## config.mk

```make
export PLATFORM = sky130hd
export DESIGN_NAME = fetch_unit_flat
export DESIGN_NICKNAME = d
export VERILOG_FILES = /design/src/rtl/fetch_unit_if.sv /design/src/rtl/fetch_unit.sv /design/src/flat_wrapper.sv
export SDC_FILE = /design/constraint.sdc
export NUM_CORES = 1
export LEC_CHECK = 0
export CAP_MARGIN = 30
export CORE_MARGIN = 3
export CORE_UTILIZATION = 51
export CTS_CLUSTER_SIZE = 14
export DETAILED_ROUTE_END_ITERATION = 8
export PLACE_DENSITY = 0.8
export SLEW_MARGIN = 20
export SYNTH_ARGS = -nofsm -noshare
export SYNTH_HDL_FRONTEND = slang
export SYNTH_SLANG_ARGS = --single-unit
```

## constraint.sdc

```tcl
create_clock -name clk -period 2 [get_ports clk]
set_clock_uncertainty 0.2 [all_clocks]
set_input_delay 0.3 -clock clk [delete_from_list [all_inputs] [get_ports clk]]
set_output_delay 0.3 -clock clk [all_outputs]
set_load 0.01 [all_outputs]
```

## src/rtl/fetch_unit_if.sv

```systemverilog
// Fetch-to-decode handshake bundle.
// Carries the head-of-buffer word and its address.
interface fetch_unit_if #(
   parameter int ADDR_W = 10,
   parameter int INST_W = 20
);
   logic              out_valid;
   logic              out_ready;
   logic [INST_W-1:0] out_inst;
   logic [ADDR_W-1:0] out_pc;

   modport master (
      output out_valid,
      output out_inst,
      output out_pc,
      input  out_ready
   );

   modport slave (
      input  out_valid,
      input  out_inst,
      input  out_pc,
      output out_ready
   );
endinterface

```

## src/rtl/fetch_unit.sv

```systemverilog
// Instruction fetch stage: drives the memory PC port and buffers
// fetched {pc, inst} pairs in a small FIFO toward decode.
module fetch_unit #(
   parameter int ADDR_W    = 10,
   parameter int INST_W    = 20,
   parameter int RESET_PC  = 0,
   parameter int BUF_DEPTH = 2
) (
   input  logic                         clk,
   input  logic                         rst_n,
   output logic [ADDR_W-1:0]            pc,
   input  logic [INST_W-1:0]            inst_in,
   input  logic                         redirect,
   input  logic [ADDR_W-1:0]            redirect_pc,
   input  logic                         halt,
   fetch_unit_if.master                 dec,
   output logic [$clog2(BUF_DEPTH):0]   level
);

   localparam int PW = $clog2(BUF_DEPTH);
   localparam int LW = PW + 1;

   typedef struct packed {
      logic [ADDR_W-1:0] pc;
      logic [INST_W-1:0] inst;
   } entry_t;

   entry_t          fifo_q [BUF_DEPTH];
   logic [PW-1:0]   rd_ptr;
   logic [PW-1:0]   wr_ptr;
   logic            push;
   logic            pop;
   logic            has_room;
   entry_t          head;

   assign has_room = (level < LW'(BUF_DEPTH));
   assign pop  = dec.out_valid & dec.out_ready;
   assign push = ~redirect & ~halt & (has_room | pop);

   assign head          = fifo_q[rd_ptr];
   assign dec.out_valid = (level != '0);
   assign dec.out_inst  = dec.out_valid ? head.inst : '0;
   assign dec.out_pc    = dec.out_valid ? head.pc : '0;

   always_ff @(posedge clk or negedge rst_n) begin
      if (!rst_n) begin
         pc     <= ADDR_W'(RESET_PC);
         level  <= '0;
         rd_ptr <= '0;
         wr_ptr <= '0;
      end else if (redirect) begin
         // Flush; a same-cycle pop is treated as taken by decode.
         pc     <= redirect_pc;
         level  <= '0;
         rd_ptr <= '0;
         wr_ptr <= '0;
      end else begin
         if (push) begin
            pc     <= pc + ADDR_W'(1);
            wr_ptr <= wr_ptr + PW'(1);
         end
         if (pop) begin
            rd_ptr <= rd_ptr + PW'(1);
         end
         case ({push, pop})
            2'b10:   level <= level + LW'(1);
            2'b01:   level <= level - LW'(1);
            default: level <= level;
         endcase
      end
   end

   always_ff @(posedge clk or negedge rst_n) begin
      if (!rst_n) begin
         for (int i = 0; i < BUF_DEPTH; i++) begin
            fifo_q[i] <= '0;
         end
      end else if (push) begin
         fifo_q[wr_ptr] <= '{pc: pc, inst: inst_in};
      end
   end

endmodule

```

## src/flat_wrapper.sv

```systemverilog
// flat-port wrapper written by rule: the top's interface ports become plain ports
module fetch_unit_flat 
#(
   parameter int ADDR_W    = 10,
   parameter int INST_W    = 20,
   parameter int RESET_PC  = 0,
   parameter int BUF_DEPTH = 2
)
  (clk, rst_n, pc, inst_in, redirect, redirect_pc, halt, level, dec_out_valid, dec_out_inst, dec_out_pc, dec_out_ready);
  fetch_unit_if #(.ADDR_W(ADDR_W), .INST_W(INST_W)) dec_i ();
  input  logic clk;
  input  logic rst_n;
  output logic [ADDR_W-1:0] pc;
  input  logic [INST_W-1:0] inst_in;
  input  logic redirect;
  input  logic [ADDR_W-1:0] redirect_pc;
  input  logic halt;
  output logic [$clog2(BUF_DEPTH):0] level;
  output wire logic [$bits(dec_i.out_valid)-1:0] dec_out_valid;
  output wire logic [$bits(dec_i.out_inst)-1:0] dec_out_inst;
  output wire logic [$bits(dec_i.out_pc)-1:0] dec_out_pc;
  input wire logic [$bits(dec_i.out_ready)-1:0] dec_out_ready;
  assign dec_out_valid = dec_i.out_valid;
  assign dec_out_inst = dec_i.out_inst;
  assign dec_out_pc = dec_i.out_pc;
  assign dec_i.out_ready = dec_out_ready;
  fetch_unit #(.ADDR_W(ADDR_W), .INST_W(INST_W), .RESET_PC(RESET_PC), .BUF_DEPTH(BUF_DEPTH)) u_core (.clk(clk), .rst_n(rst_n), .pc(pc), .inst_in(inst_in), .redirect(redirect), .redirect_pc(redirect_pc), .halt(halt), .dec(dec_i), .level(level));
endmodule
```

==> summary by stage, run 1 <==
Drt
The sum of routed wire length over all layers is 7760 um. The first detailed-routing pass ran for 4 iterations. The residual DRC count is 0. In the routed layout, each cell is associated on average with a via count of 5.23.

The via count is 2,493. The wire length per cell after detailed routing is 16.3 um. The number of violations reported at the end of detailed-routing iteration 0 is 120. The antenna violation net count after detailed routing is 0.

Finish
The post-layout utilization of the core is 72.0%. The finished layout holds 477 standard cells, fillers aside. The area growth from synthesis to layout is 32.2%. The number of antenna diodes in the final layout is 0.

In the final layout, the share of cells above drive strength 1 is 34.6%. The final net count is 415. The total non-filler cell area in the finished layout is 0.00473 mm2.

Logic synthesis
The cell count after synthesis came out at 282. The number of distinct library cells after synthesis is 37. A synthesized cell averages 12.7 um2. In this run the cell area of the synthesized design comes to 0.00358 mm2. The sequential fraction of the synthesis area is 51.8%.

The fraction of registers with async set or reset after synthesis is 100%. Yosys mapped a number of flops with a built-in enable equal to 0. The net count of the mapped netlist is 318. The top flip-flop cell by instance count after synthesis is dfrtp_1. In this run, synthesis produced a sequential element count of 74.

Yosys printed 0 warnings.

Placement
The area after detailed placement is 0.00453 mm2. The count of buffers added on input and output ports is 77. The weighted congestion at the end of routability-driven global placement is 0.819. The half-perimeter wire length of the detailed placement result is 5170 um. The cell total after placement is 451. The worst-case setup slack after placement is -224 ps.

Setup path
The number of cell instances on the worst register-to-register path is 7. Among all stages on the critical path, the largest delay is contributed by dfrtp_2. For the worst setup path, the data arrival time is 1500 ps. The required time of the critical path is 1500 ps. The largest fanout of any net on the critical path is 5. STA classifies the critical path endpoint as an output pin. The startpoint identified for the worst register-to-register timing path is u_core.level[1]$_DFFE_PN0P_.

The largest stage delay on the critical path is 460 ps. The worst setup path is launched from a flop. The setup slack on the worst flop-to-flop path is 80 ps. The worst register-to-register path ends at u_core.fifo_q[6]$_DFFE_PN0P_.

The critical path goes through buf_4, mux2i_1, nor2_1, clkdlybuf4s15_1. The worst setup path is of the reg -> out kind. The critical path starts at u_core.rd_ptr$_DFFE_PN0P_.

Clock network
The H-tree generated during clock tree synthesis spans 3 levels. The latest clock arrival within the worst-skew pair is 340 ps. TritonCTS built the clock tree. The clock drives 74 sinks. The clock-pin slew on the worst setup and hold paths is 80 ps. Clock tree synthesis inserted a total of 9 buffers.

In this run the deepest clock path goes through 2 buffers. The clock root buffer master is clkbuf_8.

Power
The power dissipated by switching net loads is 1.26 mW. In this run the static leakage power is 2.03 nW. Of the total power, the share spent switching nets is 29.0%. The internal portion of total power is 3.09 mW.

The clock network is responsible for 23.3% of the overall power. The largest voltage drop on the vdd net is 0.465 mV. For this design the ratio of total power to cell area is 920 mW/mm2.

Of the total power, combinational logic draws 27.4%. The design draws 4.35 mW. The sequential fraction of design power is 49.3%.

Floorplanning
In this run the horizontal extent of the chip is 89.7 um. Pin placement for this block handled 78 I/O pins. The die height is 89.7 um. The core area is 0.00657 mm2. The initial core utilization is 54.4%.

The total die area is 0.00805 mm2. The floorplan has 29 rows.

Hold path
The path category of the worst min-delay check is in -> async.

Timing
Measured against its own limit, the worst slew margin works out to 62.8%. The routed design could run at a clock period as short as 2000 ps. The slew at the pin with the worst max-slew slack is 557 ps.

The number of hold violations in the final report is 0. The final count of negative-setup-slack endpoints is 1. The final max-slew violation count was 0. Hold timing on the final database bottoms out at a slack of 285 ps. Setup repair after global routing could not meet its margin everywhere. Of the available clock period, the critical path in the final layout requires 100%.

For the final routed database, the setup TNS stands at -3.14 ps. Based on the critical path, the design can be clocked at up to 0.499 GHz. Across all setup checks in the final design, the least slack found is -3.14 ps.

Global routing
The global route total overflow is 0. The first-pass GRT wire length is 13,200 um. The initial antenna violation count is 0. The number of global-route vias before repair is 2,640. The overall track demand over capacity in global routing is 20.4%. The maximum number of pins on one net before global-route repair is 44.

Flow run
The tool flagged a number of max-cap violations equal to 0.

Status
The final reports fail on negative setup slack. The run finished, with violations left.
[power groups by stage]
stage                     registers [mW]  logic, mW  clock network [mW]
after detailed placement            2.16       1.22                   0
after CTS                           2.14       1.22                1.05
after floorplan                     2.09      0.749                   0
final                               2.15       1.19                1.01
after global placement              2.14       1.19                   0
after global routing                2.20       1.30                1.10
[synth_stat cells (2+ instances only)]
master	instances	share of area (%)
buf_6	4	1.3
mux2i_1	31	8.7
nor3_1	3	0.42
buf_2	3	0.42
a211oi_1	2	0.42
nor2_1	35	3.7
dfrtp_1	74	52
o31a_1	2	0.49
nor4_4	2	1.2
nand2_1	12	1.3
mux2_1	6	1.9
o21ai_0	8	1.1
mux2_4	10	4.2
xnor2_1	9	2.2
and2b_1	2	0.42
clkbuf_1	7	0.73
inv_1	2	0.21
nand2b_1	3	0.52
buf_4	4	0.84
mux2_2	44	14
o21ai_1	2	0.28
nand3_1	2	0.28
[layout make-up]
cell class | count | area (um2)
clock buffers | 11 | 141
clock inverters | 5 | 30.0
fillers | 467 | 1840
inverters | 3 | 11.3
multi-input cells | 187 | 1620
flip-flops and latches | 74 | 1850
well taps | 93 | 116
repair buffers | 104 | 953
[critical path, delay by kind of cell, from the launching register on]
| kind | cells | cell delay [ps] |
|---|---|---|
| flip-flops | 1 | 460 |
| buffers and inverters | 2 | 420 |
| AND/OR/NAND/NOR | 1 | 170 |
| multiplexers | 1 | 120 |
[registers in the layout, summed over array words and instances (netlist names)]
name and flops:
u_core.rd_ptr 1, u_core.wr_ptr 1, u_core.level 2, u_core.fifo_q 60
u_core.pc 10
[worst max-delay path by stage]
stage	cells past startpoint	slack, ps	endpoint
floorplan	5	240	u_core.fifo_q[10]$_DFFE_PN0P_
global placement	6	-180	u_core.fifo_q[26]$_DFFE_PN0P_
detailed placement	6	-220	u_core.fifo_q[6]$_DFFE_PN0P_
CTS	5	-90	dec_out_pc[9]
global route	5	-50	dec_out_inst[12]
finish	4	-3	dec_out_pc[3]
[routing by layer]
metal | routed length (um) | global-route usage, % | vias to the layer above
met5 | 0 | 0 | -
met4 | 138 | 8.43 | 0
met3 | 331 | 3.92 | 12
met2 | 3470 | 30.6 | 67
met1 | 3820 | 29.2 | 1244
li1 | - | - | 1170
[cell families after synthesis]
family,after synthesis,share of synthesized area [%]
AOI/OAI and AO/OA,16,2.69
xor gates and xnor gates,10,2.45
adders and majority gates,1,0.350
buffers and inverters,21,3.57
DFF,74,51.8
muxes,91,28.6
and+or+nand+nor,69,10.5
[layout by cell type, fill, tap and decap left out, types with 3 or more instances in the layout]
master,Yosys,layout
clkbuf_2,0,3
o21ai_0,8,8
mux2_1,6,6
clkdlybuf4s15_1,0,6
mux2_2,44,44
clkdlybuf4s50_1,0,44
buf_4,4,17
nand2_1,12,12
clkinv_2,0,3
mux2_4,10,10
xnor2_1,9,9
nand2b_1,3,3
dfrtp_1,74,72
clkbuf_8,0,10
nor3_1,3,3
buf_2,3,21
buf_12,0,5
mux2i_2,0,3
nor2_1,35,34
mux2i_1,31,28
[timing repair]
action / in CTS / in global routing
resized for setup: 100 / 22
pin swaps: 0 / 4
setup endpoints to repair: 31 / 39
hold buffers: 1 / 0
gates cloned: 2 / 1
setup buffers: 6 / 3
hold endpoints to repair: 40 / 0
Power figures use the tool's default switching activity.
==> run 2: changes to the inputs <==
==> constraint.sdc (replaced) <==
create_clock -name clk -period 2.3 [get_ports clk]
set_clock_uncertainty 0.2 [all_clocks]
set_input_delay 0.345 -clock clk [delete_from_list [all_inputs] [get_ports clk]]
set_output_delay 0.345 -clock clk [all_outputs]
set_load 0.01 [all_outputs]
==> summary by stage, run 2 (synthesized netlist as in run 1, its figures left out) <==
Power
The total power per unit cell area is 785 mW/mm2. The clock network burns 22.4% of the power. The combinational share of power is 28.1%.

IR analysis of the VDD net gives a maximum drop of 0.346 mV. The overall power after layout is 3.76 mW. Net switching is 28.2% of the power.

The internal portion of total power is 2.70 mW. The sequential fraction of design power is 49.5%. The leakage power of the design is 2.28 nW. The power dissipated by switching net loads is 1.06 mW.

Clock network
TritonCTS built the clock tree. Clock-pin slew was measured on the worst setup and hold paths at 70 ps. The number of sinks on the clock net is 74. In this run, CTS created clock tree buffers numbering 9. The clock reaches the later pin of the worst-skew pair after 330 ps. The clock root buffer master is clkbuf_8. No sink is reached through more buffers than the 2 on the longest clock path. The number of levels the H-tree was split into is 3.

Setup path
In this run the worst path has a maximum fanout of 23. The startpoint of the most critical register-to-register path is u_core.level[1]$_DFFE_PN0P_. The endpoint of the most critical register-to-register path is u_core.fifo_q[5]$_DFFE_PN0P_. The critical path launch point is u_core.rd_ptr$_DFFE_PN0P_. The critical path goes through buf_12, mux2i_1, nor2_1, clkdlybuf4s50_1. The type of origin of the critical path is a flop.

For the worst setup path, the data required time is 1750 ps. Counting both buffers and inverters, the worst setup path holds a total of 2. The worst setup path is captured at an output pin. The capturing instance or port of the critical path is dec_out_inst[8].

The number of cells on the worst reg-to-reg path is 6. For the worst setup path, the data arrival time is 1690 ps. The largest delay contributor family on the critical path is buffers and inverters. The largest single stage delay on the critical path is 540 ps. The number of cells on the critical path is 4. For flop-to-flop paths, the worst setup slack is 320 ps. The cell type of the slowest stage on the worst timing path is clkdlybuf4s50_1. By startpoint and endpoint, the worst setup path is classified as reg -> out.

Floorplanning
Row generation in the floorplan step produced 29 rows. The core area is 0.00657 mm2. The die height is 89.7 um.

The die is 89.7 um wide. Once the floorplan was initialized, standard cells occupied 54.4% of the core. The number of primary I/O pins is 78. The die covers 0.00805 mm2.

Timing
The worst path in the final design needs a cycle of 2240 ps, including I/O delays and setup. Setup repair after global routing left no endpoint under its margin. The final setup slack of the worst path is 64.7 ps. Headroom to the max-slew limit came out at 63.0%. Across all hold checks on the routed design, the worst slack comes to 299 ps. The number of hold violations in the final report was 0. The final max-slew violation count is 0. Setup violations remaining at the end of the flow were counted as 0. The fraction of the cycle the final worst path needs is 97.2%. Summed over all failing endpoints, the final setup total negative slack is 0 ps. The slew at the pin with the worst max-slew slack is 555 ps.

The maximum clock frequency is 0.447 GHz.

Global routing
The maximum number of pins on one net before global-route repair is 46. The number of global-route vias before repair is 2,673. The first-pass GRT wire length is 13,400 um.

The initial antenna violation count is 0. The global route total overflow is 0. The overall track demand over capacity in global routing is 20.4%.

Finish
The total non-filler cell area in the finished layout is 0.00478 mm2. The most frequent standard cell in the layout excluding fill and tap cells is dfrtp_1. The library cells used most frequently in the layout, excluding fill and tap cells, are dfrtp_1 (71), clkdlybuf4s50_1 (49), mux2_2 (44). u_core.fifo_q holds more flip-flops than any other register. At the end of the flow, the number of nets in the layout was 407. Of the cells placed in the final design, the portion with a size suffix greater than 1 is 26.2%. Once layout is complete, the cells apart from fillers number 467. The number of flip-flops in the largest register is 60. The post-layout utilization of the core is 72.9%.

The synthesis-to-layout area growth is 33.8%. The number of antenna cells inserted is 0. Fill cells in the final layout number 478. The largest registers in the layout are u_core.fifo_q (60), u_core.pc (10), u_core.level (2).

Drt
Summed over all layers, the routed wires come to 7800 um. The first detailed-routing pass ran for 4 iterations. In this run, the number of DRC markers left after iteration 0 of detailed routing was 61.

The residual DRC count is 0. After detailed routing, the average wire length per cell comes to 16.7 um. The antenna violation net count after detailed routing is 0. The via count is 2,443. In the routed layout, each cell is associated on average with a via count of 5.23.

Placement
OpenSTA, run right after detailed placement, puts the worst setup slack at 31.8 ps. Once placement completed, the tool counted placed cells totaling 448. The half-perimeter wire length of the detailed placement result is 5280 um.

Once placement finished, the instance area stood at 0.00451 mm2. At the end of routability-driven placement, the weighted congestion stood at 0.805. The port buffer count is 77.

Hold path
The path category of the worst min-delay check is reg -> reg.

Status
The flow ran to the end, and the final reports show no timing, DRC or antenna violations.

Flow run
The number of max-cap violations is 0.
run 2: changes by cell type in the layout (fill, tap and decap cells not counted), moves of 2 or more:
| cell | change |
|---|---|
| mux2i_2 | -2 |
| mux2i_1 | +2 |
| clkdlybuf4s15_1 | -6 |
| clkbuf_2 | -3 |
| buf_8 | -2 |
| dlymetal6s2s_1 | +21 |
| buf_6 | -2 |
| buf_2 | -21 |
| buf_4 | -3 |
| dlygate4sd2_1 | +4 |
| clkdlybuf4s50_1 | +5 |
run 2: worst min path at each step:
stage | from | endpoint | depth (start not counted)
5_1_grt | u_core.fifo_q[2]$_DFFE_PN0P_ | u_core.fifo_q[2]$_DFFE_PN0P_ | 1
3_5_place_dp | rst_n | u_core.fifo_q[17]$_DFFE_PN0P_ | 1
4_1_cts | u_core.fifo_q[2]$_DFFE_PN0P_ | u_core.fifo_q[2]$_DFFE_PN0P_ | 1
6_report | u_core.fifo_q[18]$_DFFE_PN0P_ | u_core.fifo_q[18]$_DFFE_PN0P_ | 1
2_1_floorplan | rst_n | u_core.fifo_q[0]$_DFFE_PN0P_ | 0
3_3_place_gp | rst_n | u_core.fifo_q[17]$_DFFE_PN0P_ | 1
run 2: final cells by class:
cell class	instances	area, um2	area share, %
timing repair buffer	96	1030	21.5
sequential	74	1860	38.8
clock inverter	3	17.5	0.366
inverter	3	11.3	0.235
clock buffer	11	141	2.96
multi-input combinational	187	1610	33.7
tap	93	116	2.43
run 2: repair_timing:
action / in CTS / in global routing
cloned: 1 / 0
setup buffers: 3 / 0
endpoints found under the hold margin: 43 / 0
endpoints found under the setup margin: 31 / 25
gates resized for setup: 10 / 22
pin swaps: 0 / 0
hold buffers: 1 / 0
run 2: layer usage:
layer  GRT usage [%]  share of wire [%]
met1            27.3                 46
met2            34.5                 49
met3            3.59                4.2
met4            5.75               0.24
met5               0                  0
run 2: power groups by stage:
stage	registers, mW	clock network [mW]	logic, mW
final	1.86	0.841	1.06
after global routing	1.91	0.922	1.16
after CTS	1.86	0.866	1.09
after detailed placement	1.88	0	1.06
after global placement	1.86	0	1.02
after floorplan	1.82	0	0.651
==> run 3: changes to the inputs <==
--- a/config.mk
+++ b/config.mk
@@ -5,7 +5,7 @@
 export SDC_FILE = /design/constraint.sdc
 export NUM_CORES = 1
 export LEC_CHECK = 0
-export CAP_MARGIN = 30
+export CAP_MARGIN = 20
 export CORE_MARGIN = 3
 export CORE_UTILIZATION = 51
 export CTS_CLUSTER_SIZE = 14
==> results of run 3 <==
No change in the layout: final DEF, timing and power equal those of run 2.
